==> config.mk <==
export PLATFORM = sky130hd
export DESIGN_NAME = enable_register
export DESIGN_NICKNAME = d
export VERILOG_FILES = /design/src/rtl/enable_register_pkg.sv /design/src/rtl/enable_register_bit.sv /design/src/rtl/enable_register.sv
export SDC_FILE = /design/constraint.sdc
export NUM_CORES = 1
export LEC_CHECK = 0
export ABC_CLOCK_PERIOD_IN_PS = 900
export BUFFER_PORTS_ARGS = -buffer_cell sky130_fd_sc_hd__buf_2
export CELL_PAD_IN_SITES_DETAIL_PLACEMENT = 1
export CELL_PAD_IN_SITES_GLOBAL_PLACEMENT = 2
export CORE_AREA = 5 5 42 44
export DETAILED_ROUTE_END_ITERATION = 16
export DIE_AREA = 0 0 47 49
export GPL_ROUTABILITY_DRIVEN = 1
export GPL_TIMING_DRIVEN = 1
export PLACE_DENSITY = 0.51
export SYNTH_ARGS = -nofsm -noshare
export SYNTH_HDL_FRONTEND = slang
export SYNTH_HIERARCHICAL = 1
export SYNTH_SLANG_ARGS = --single-unit
==> constraint.sdc <==
create_clock -name clk -period 0.9 [get_ports clk]
set_clock_uncertainty 0.05 [all_clocks]
set_input_delay 0.09 -clock clk [delete_from_list [all_inputs] [get_ports clk]]
set_output_delay 0.09 -clock clk [all_outputs]
set_load 0.005 [all_outputs]
==> src/rtl/enable_register_pkg.sv <==
// Shared definitions for the enable_register block: default width and the
// word-parity helper used by the optional parity output.
package enable_register_pkg;

  // Width used when the instantiating block does not override WIDTH.
  localparam int REG_DEFAULT_WIDTH = 4;

  // Widest word the register supports. Narrower words are zero-extended
  // before parity_of() is applied, and zero bits do not change XOR parity.
  localparam int REG_MAX_WIDTH = 64;

  // Even parity of a word: the XOR of all of its bits.
  function automatic logic parity_of(input logic [REG_MAX_WIDTH-1:0] word);
    logic r_acc;
    r_acc = 1'b0;
    for (int i = 0; i < REG_MAX_WIDTH; i++) begin
      r_acc = r_acc ^ word[i];
    end
    return r_acc;
  endfunction

endpackage

==> src/rtl/enable_register_bit.sv <==
// One-bit storage cell of enable_register: synchronous active-low reset to a
// per-bit reset value, otherwise load on enable, otherwise hold.
module enable_register_bit (
  input  logic clk,
  input  logic reset,
  input  logic enable,
  input  logic d_bit,
  input  logic rst_bit,
  output logic q_bit
);

  logic r_q;

  // Reset has priority over enable; reset is only seen on the rising edge.
  always_ff @(posedge clk) begin
    if (!reset) begin
      r_q <= rst_bit;
    end else if (enable) begin
      r_q <= d_bit;
    end else begin
      r_q <= r_q;
    end
  end

  assign q_bit = r_q;

endmodule

==> src/rtl/enable_register.sv <==
// WIDTH-bit loadable, clearable register built from enable_register_bit
// cells. q is a pure flop output; there is no path from d to q.
// Optional feature: define ENABLE_REGISTER_PARITY_EN to add q_parity, a
// registered even parity of the stored word following the same
// reset/enable rules as q.
module enable_register
  import enable_register_pkg::*;
#(
  parameter int               WIDTH       = REG_DEFAULT_WIDTH,
  parameter logic [WIDTH-1:0] RESET_VALUE = '0
) (
  input  logic             clk,
  input  logic             reset,
  input  logic             enable,
  input  logic [WIDTH-1:0] d,
  output logic [WIDTH-1:0] q
`ifdef ENABLE_REGISTER_PARITY_EN
  ,
  output logic             q_parity
`endif
);

  logic [WIDTH-1:0] w_q;

  // One storage cell per bit, each with its own reset value bit.
  for (genvar i = 0; i < WIDTH; i++) begin : g_bit
    enable_register_bit u_bit (
      .clk     (clk),
      .reset   (reset),
      .enable  (enable),
      .d_bit   (d[i]),
      .rst_bit (RESET_VALUE[i]),
      .q_bit   (w_q[i])
    );
  end

  assign q = w_q;

`ifdef ENABLE_REGISTER_PARITY_EN
  logic [REG_MAX_WIDTH-1:0] w_d_wide;
  logic [REG_MAX_WIDTH-1:0] w_rv_wide;
  logic                     r_parity;

  // Zero-extend the incoming word and the reset value for the parity helper.
  always_comb begin
    w_d_wide               = {REG_MAX_WIDTH{1'b0}};
    w_rv_wide              = {REG_MAX_WIDTH{1'b0}};
    w_d_wide[WIDTH-1:0]    = d;
    w_rv_wide[WIDTH-1:0]   = RESET_VALUE;
  end

  // Parity is computed from d and registered alongside q, so it tracks q
  // on exactly the same edges.
  always_ff @(posedge clk) begin
    if (!reset) begin
      r_parity <= parity_of(w_rv_wide);
    end else if (enable) begin
      r_parity <= parity_of(w_d_wide);
    end else begin
      r_parity <= r_parity;
    end
  end

  assign q_parity = r_parity;
`endif

endmodule

==> out/metrics.yaml, run 1 <==
ys_ff_latch: 4
grt_pass1_wl_um: 558
met2WireLength_um: 225
area_growth_pct: 53.29
endpoint_kind: "output port"
postCtsSetupRepairBufs: 0
worstSetupStartpointType: "flop"
netlist_top_cells_count: "edfxtp_1, mux2_4, nand2b_1"
worst-path-max-fanout: 1
fmax_mhz: 1169
hold_viol: 0
clk_pin_slew_ns: 0.04
die_h_um: 49
drtIter0Drc: 5
critPathLaunch: "g_bit[1].u_bit/q_bit$_DFFE_PP_"
grt_pass1_vias: 169
cts_root_buf: "clkbuf_4"
cts_resized: 0
die_w_um: 47
status: "finished, final reports clean"
yosysTopAreaCellShare_pct: 57.49
p_leak_nw: 0.1535
whs_endpoint: "g_bit[1].u_bit/q_bit$_DFFE_PP_"
htreeDepth: 1
top_layer: "met4"
grt_remaining_overflow: 0
core.rowCount: 14
ant_nets: 0
synth_top_area_cell: "edfxtp_1"
cts_buffers: 3
rsz0062_at_grt: "no"
clockBufferDepth: 2
grt_usage_pct: 4.093
place.gp.congestion: 0.5220
holdPathStages: 2
drc_errors: 0
post-route-period-util_pct: 95.03
cts_sinks: 4
crit_required_ns: 0.76
finalHoldWorstSlack_ns: 0.1089
largest_reg_flops: 4
drive_above_1_share_pct: 60.00
wl_met3_um: 33
synth-edff-count: 4
fin_crit_ns: 0.8553
synthTopCellsByArea: "edfxtp_1, mux2_4, nand2b_1"
cp.depth: 1
initial_core_util_pct: 14.91
routed_wl_um: 387
nNetsFinal: 39
max_stage_delay_ns: 0.35
async_flop_share_pct: 0
yosysWarnings: 6
power.density_mw_per_mm2: 1654
path_cells: "buf_2"
dieArea_mm2: 0.002303
worstPathArrival_ns: 0.72
crit_family: "flip-flops"
grt_max_degree: 6
critPathSlowestCell: "edfxtp_1"
syn_area_um2: 209.0
peakVddDrop_v: 0.0002703
setup_viol_count_final: 0
tns_ns: 0
ys.flop_type: "edfxtp_1"
syn_area_per_cell_um2: 16.07
antenna_found_initial: 0
min_from: "d[1]"
num_antenna_cells: 0
cp_num_buf_inv: 1
wire_per_inst_um: 8.413
via_count: 152
ys_seq_area_share_pct: 57.49
cts_tree: "built"
hold_buffers: 0
via_per_inst: 3.304
drt_first_pass_iters: 3
io_buffers: 10
slew_violations: 0
syn-instance-count: 13
yosysUniqueCellTypes: 4
max_cap_viol_count: 0
hp-class: "primary input to flop"
drt-met1-wl_um: 108
num_io_pins: 11
crit_type: "flop to output port"
coreArea_mm2: 0.001401
-- cell usage in the layout (no fill, tap or decap) --
cell type / netlist / layout
buf_2: 0 / 10
edfxtp_1: 4 / 4
conb_1: 1 / 4
buf_4: 0 / 1
nand2b_1: 4 / 4
clkbuf_4: 0 / 3
mux2_4: 4 / 4
-- through the flow --
stage | worst slack [ns] | cell area, µm² | total power, mW | instances | util (%)
2_1_floorplan | 0.2328 | 220.2 | 0.2728 | 16 | -
3_3_place_gp | 0.05056 | 297.8 | 0.3151 | 43 | 21.25
3_5_place_dp | 0.04493 | 297.8 | 0.3173 | 43 | 21.25
4_1_cts | 0.02805 | 320.3 | 0.5443 | 46 | 22.86
5_1_grt | 0.01534 | 320.3 | 0.5527 | 46 | 22.86
6_report | 0.04473 | 320.3 | 0.5297 | 46 | 22.86
-- power breakdown --
part	internal, mW	switching [mW]	total [mW]
logic	0.0498	0.0291	0.0788
clock network	0.149	0.0679	0.217
registers	0.230	0.00420	0.234
total	0.428	0.101	0.530
-- worst max path at each step --
stage                                      to
6_report                                 q[1]
5_1_grt                                  q[2]
4_1_cts                                  q[1]
3_5_place_dp   g_bit[0].u_bit/q_bit$_DFFE_PP_
3_3_place_gp   g_bit[2].u_bit/q_bit$_DFFE_PP_
2_1_floorplan  g_bit[0].u_bit/q_bit$_DFFE_PP_
-- routing by layer --
metal | up-vias | GRT usage [%]
li1 | 76 | -
met1 | 67 | 2.876
met2 | 7 | 5.430
met3 | 2 | 0
met4 | 0 | 9.677
met5 | - | 0
-- logic make-up (layout without fill, tap and decap cells) --
family,Yosys count,in the layout,synth area share [%]
simple gates,4,4,11.97
mux,4,4,28.74
buf+inv,0,14,0
flops,4,4,57.49
other cells,1,4,1.795
-- layout make-up --
cell class | instances | area [µm²]
Clock buffer | 3 | 22.52
Fill cell | 173 | 1081
Multi-Input combinational cell | 12 | 100.1
Sequential cell | 4 | 120.1
Tap cell | 16 | 20.02
Timing Repair Buffer | 11 | 57.56
No activity file was read; power rests on OpenSTA's default activity.
==> run 2: changes to the inputs <==
--- a/config.mk
+++ b/config.mk
@@ -5,7 +5,7 @@
 export SDC_FILE = /design/constraint.sdc
 export NUM_CORES = 1
 export LEC_CHECK = 0
-export ABC_CLOCK_PERIOD_IN_PS = 900
+export ABC_CLOCK_PERIOD_IN_PS = 800
 export BUFFER_PORTS_ARGS = -buffer_cell sky130_fd_sc_hd__buf_2
 export CELL_PAD_IN_SITES_DETAIL_PLACEMENT = 1
 export CELL_PAD_IN_SITES_GLOBAL_PLACEMENT = 2
==> constraint.sdc (replaced) <==
create_clock -name clk -period 0.8 [get_ports clk]
set_clock_uncertainty 0.05 [all_clocks]
set_input_delay 0.08 -clock clk [delete_from_list [all_inputs] [get_ports clk]]
set_output_delay 0.08 -clock clk [all_outputs]
set_load 0.005 [all_outputs]
==> out/metrics.yaml, run 2 (same netlist as run 1, synthesis figures left out) <==
status: "finished with violations"  # was finished, final reports clean
violations: "setup timing"
finalHoldWorstSlack_ns: 0.1026  # was 0.1089 ns
core.rowCount: 14  # unchanged
via_count: 151  # was 152
grt_remaining_overflow: 0  # unchanged
max_stage_delay_ns: 0.34  # was 0.35 ns
drtIter0Drc: 2  # was 5
cts_sinks: 4  # unchanged
worst_slack_ns: -0.03792  # was 0.04473 ns
placedCellCount: 43  # unchanged
wire_per_inst_um: 8.565  # was 8.413 µm
routed_wl_um: 394  # was 387 µm
p_leak_nw: 0.1535  # unchanged
nNetsFinal: 39  # unchanged
dieArea_mm2: 0.002303  # unchanged
cts_buffers: 3  # unchanged
die_w_um: 47  # unchanged
peakVddDrop_v: 0.0004233  # was 0.0002703 V
io_buffers: 10  # unchanged
area_growth_pct: 53.29  # unchanged
most-common-layout-cells: "buf_2, nand2b_1, mux2_4, conb_1, edfxtp_1"  # unchanged
regArea_um2: 120.1  # unchanged
postCtsSetupRepairBufs: 0  # unchanged
post-route-period-util_pct: 104.7
clk_pin_slew_ns: 0.04  # about the same
ant_nets: 0  # unchanged
via_per_inst: 3.283  # was 3.304
grt_max_degree: 6  # unchanged
clockBufferDepth: 2  # unchanged
htreeDepth: 1  # unchanged
fillCellCount: 172  # was 173
power_mw: 0.5970  # was 0.5297 mW
coreArea_mm2: 0.001401  # unchanged
cts_tree: "built"  # unchanged
critPathSlowestCell: "edfxtp_1"  # unchanged
cts_resized: 0  # unchanged
power.density_mw_per_mm2: 1864  # was 1654 mW/mm²
hold_viol: 0  # unchanged
num_antenna_cells: 0  # unchanged
worstPathArrival_ns: 0.71  # was 0.72 ns
slew_violations: 0  # unchanged
crit_family: "flip-flops"  # unchanged
worstSetupStartpointType: "flop"  # unchanged
grt_usage_pct: 4.449  # was 4.093%
max_cap_viol_count: 0  # unchanged
grt_pass1_wl_um: 593  # was 558 µm
crit_required_ns: 0.67  # was 0.76 ns
place.gp.congestion: 0.5249  # was 0.5220
hp-class: "primary input to flop"  # unchanged
cts_root_buf: "clkbuf_4"  # unchanged
final_common_cell: "buf_2"  # unchanged
fin_crit_ns: 0.8379
utilization_pct: 22.86  # unchanged
num_io_pins: 11  # unchanged
cp_num_buf_inv: 1  # unchanged
worst-path-max-fanout: 1  # unchanged
grt_pass1_vias: 181  # was 169
initial_core_util_pct: 14.91  # unchanged
die_h_um: 49  # unchanged
rsz0062_at_grt: "yes"  # was no
antenna_found_initial: 0  # unchanged
fmax_mhz: 1193
drc_errors: 0  # unchanged
multiInputGateArea_um2: 100.1  # unchanged
drive_above_1_share_pct: 60.00  # unchanged
path_cells: "buf_2"  # unchanged
drt_first_pass_iters: 2  # was 3
largest_reg_flops: 4  # unchanged
endpoint_kind: "output port"  # unchanged
setup_viol_count_final: 4  # was 0
crit_type: "flop to output port"  # unchanged
stdcell_count: 46  # unchanged
## run 2: path summary, 6_finish.rpt
kind / start / to / slack (ns) / cells past startpoint
worst max-delay path: g_bit[3].u_bit/q_bit$_DFFE_PP_ / q[3] / -0.04 / 1
worst min-delay path: d[1] / g_bit[1].u_bit/q_bit$_DFFE_PP_ / 0.10 / 2
## run 2: power by group
group / switching (mW) / total (mW) / internal, mW
clock network: 0.0772 / 0.245 / 0.167
logic: 0.0340 / 0.0901 / 0.0561
registers: 0.00363 / 0.262 / 0.259
total: 0.115 / 0.597 / 0.482
## run 2: what timing repair did
item / in CTS / in global routing
gates cloned: 0 / 0
pin swaps: 0 / 0
hold buffers: 0 / 0
endpoints found under the setup margin: 4 / 4
## run 2: metrics by stage
stage / setup slack [ns] / cell area, µm² / TNS (ns)
after floorplan: 0.1428 / 220.2 / 0
after global placement: -0.04001 / 297.8 / -0.1538
after detailed placement: -0.04755 / 297.8 / -0.1786
after CTS: -0.05431 / 320.3 / -0.1851
after global routing: -0.07849 / 320.3 / -0.2844
final: -0.03792 / 320.3 / -0.1219
## run 2: final cells by class
cell class	count	share of cell area, %
clock buffers	3	7.031
multi-input cells	12	31.25
flip-flops and latches	4	37.50
repair buffers	11	17.97
well taps	16	6.250
## run 2: layer usage
layer  part of all wire (%)  vias up  GRT usage, %
li1                       -       76             -
met1                     24       66         2.217
met2                     61        7         6.561
met3                     12        2             0
met4                    3.6        0         11.06
met5                      0        -             0
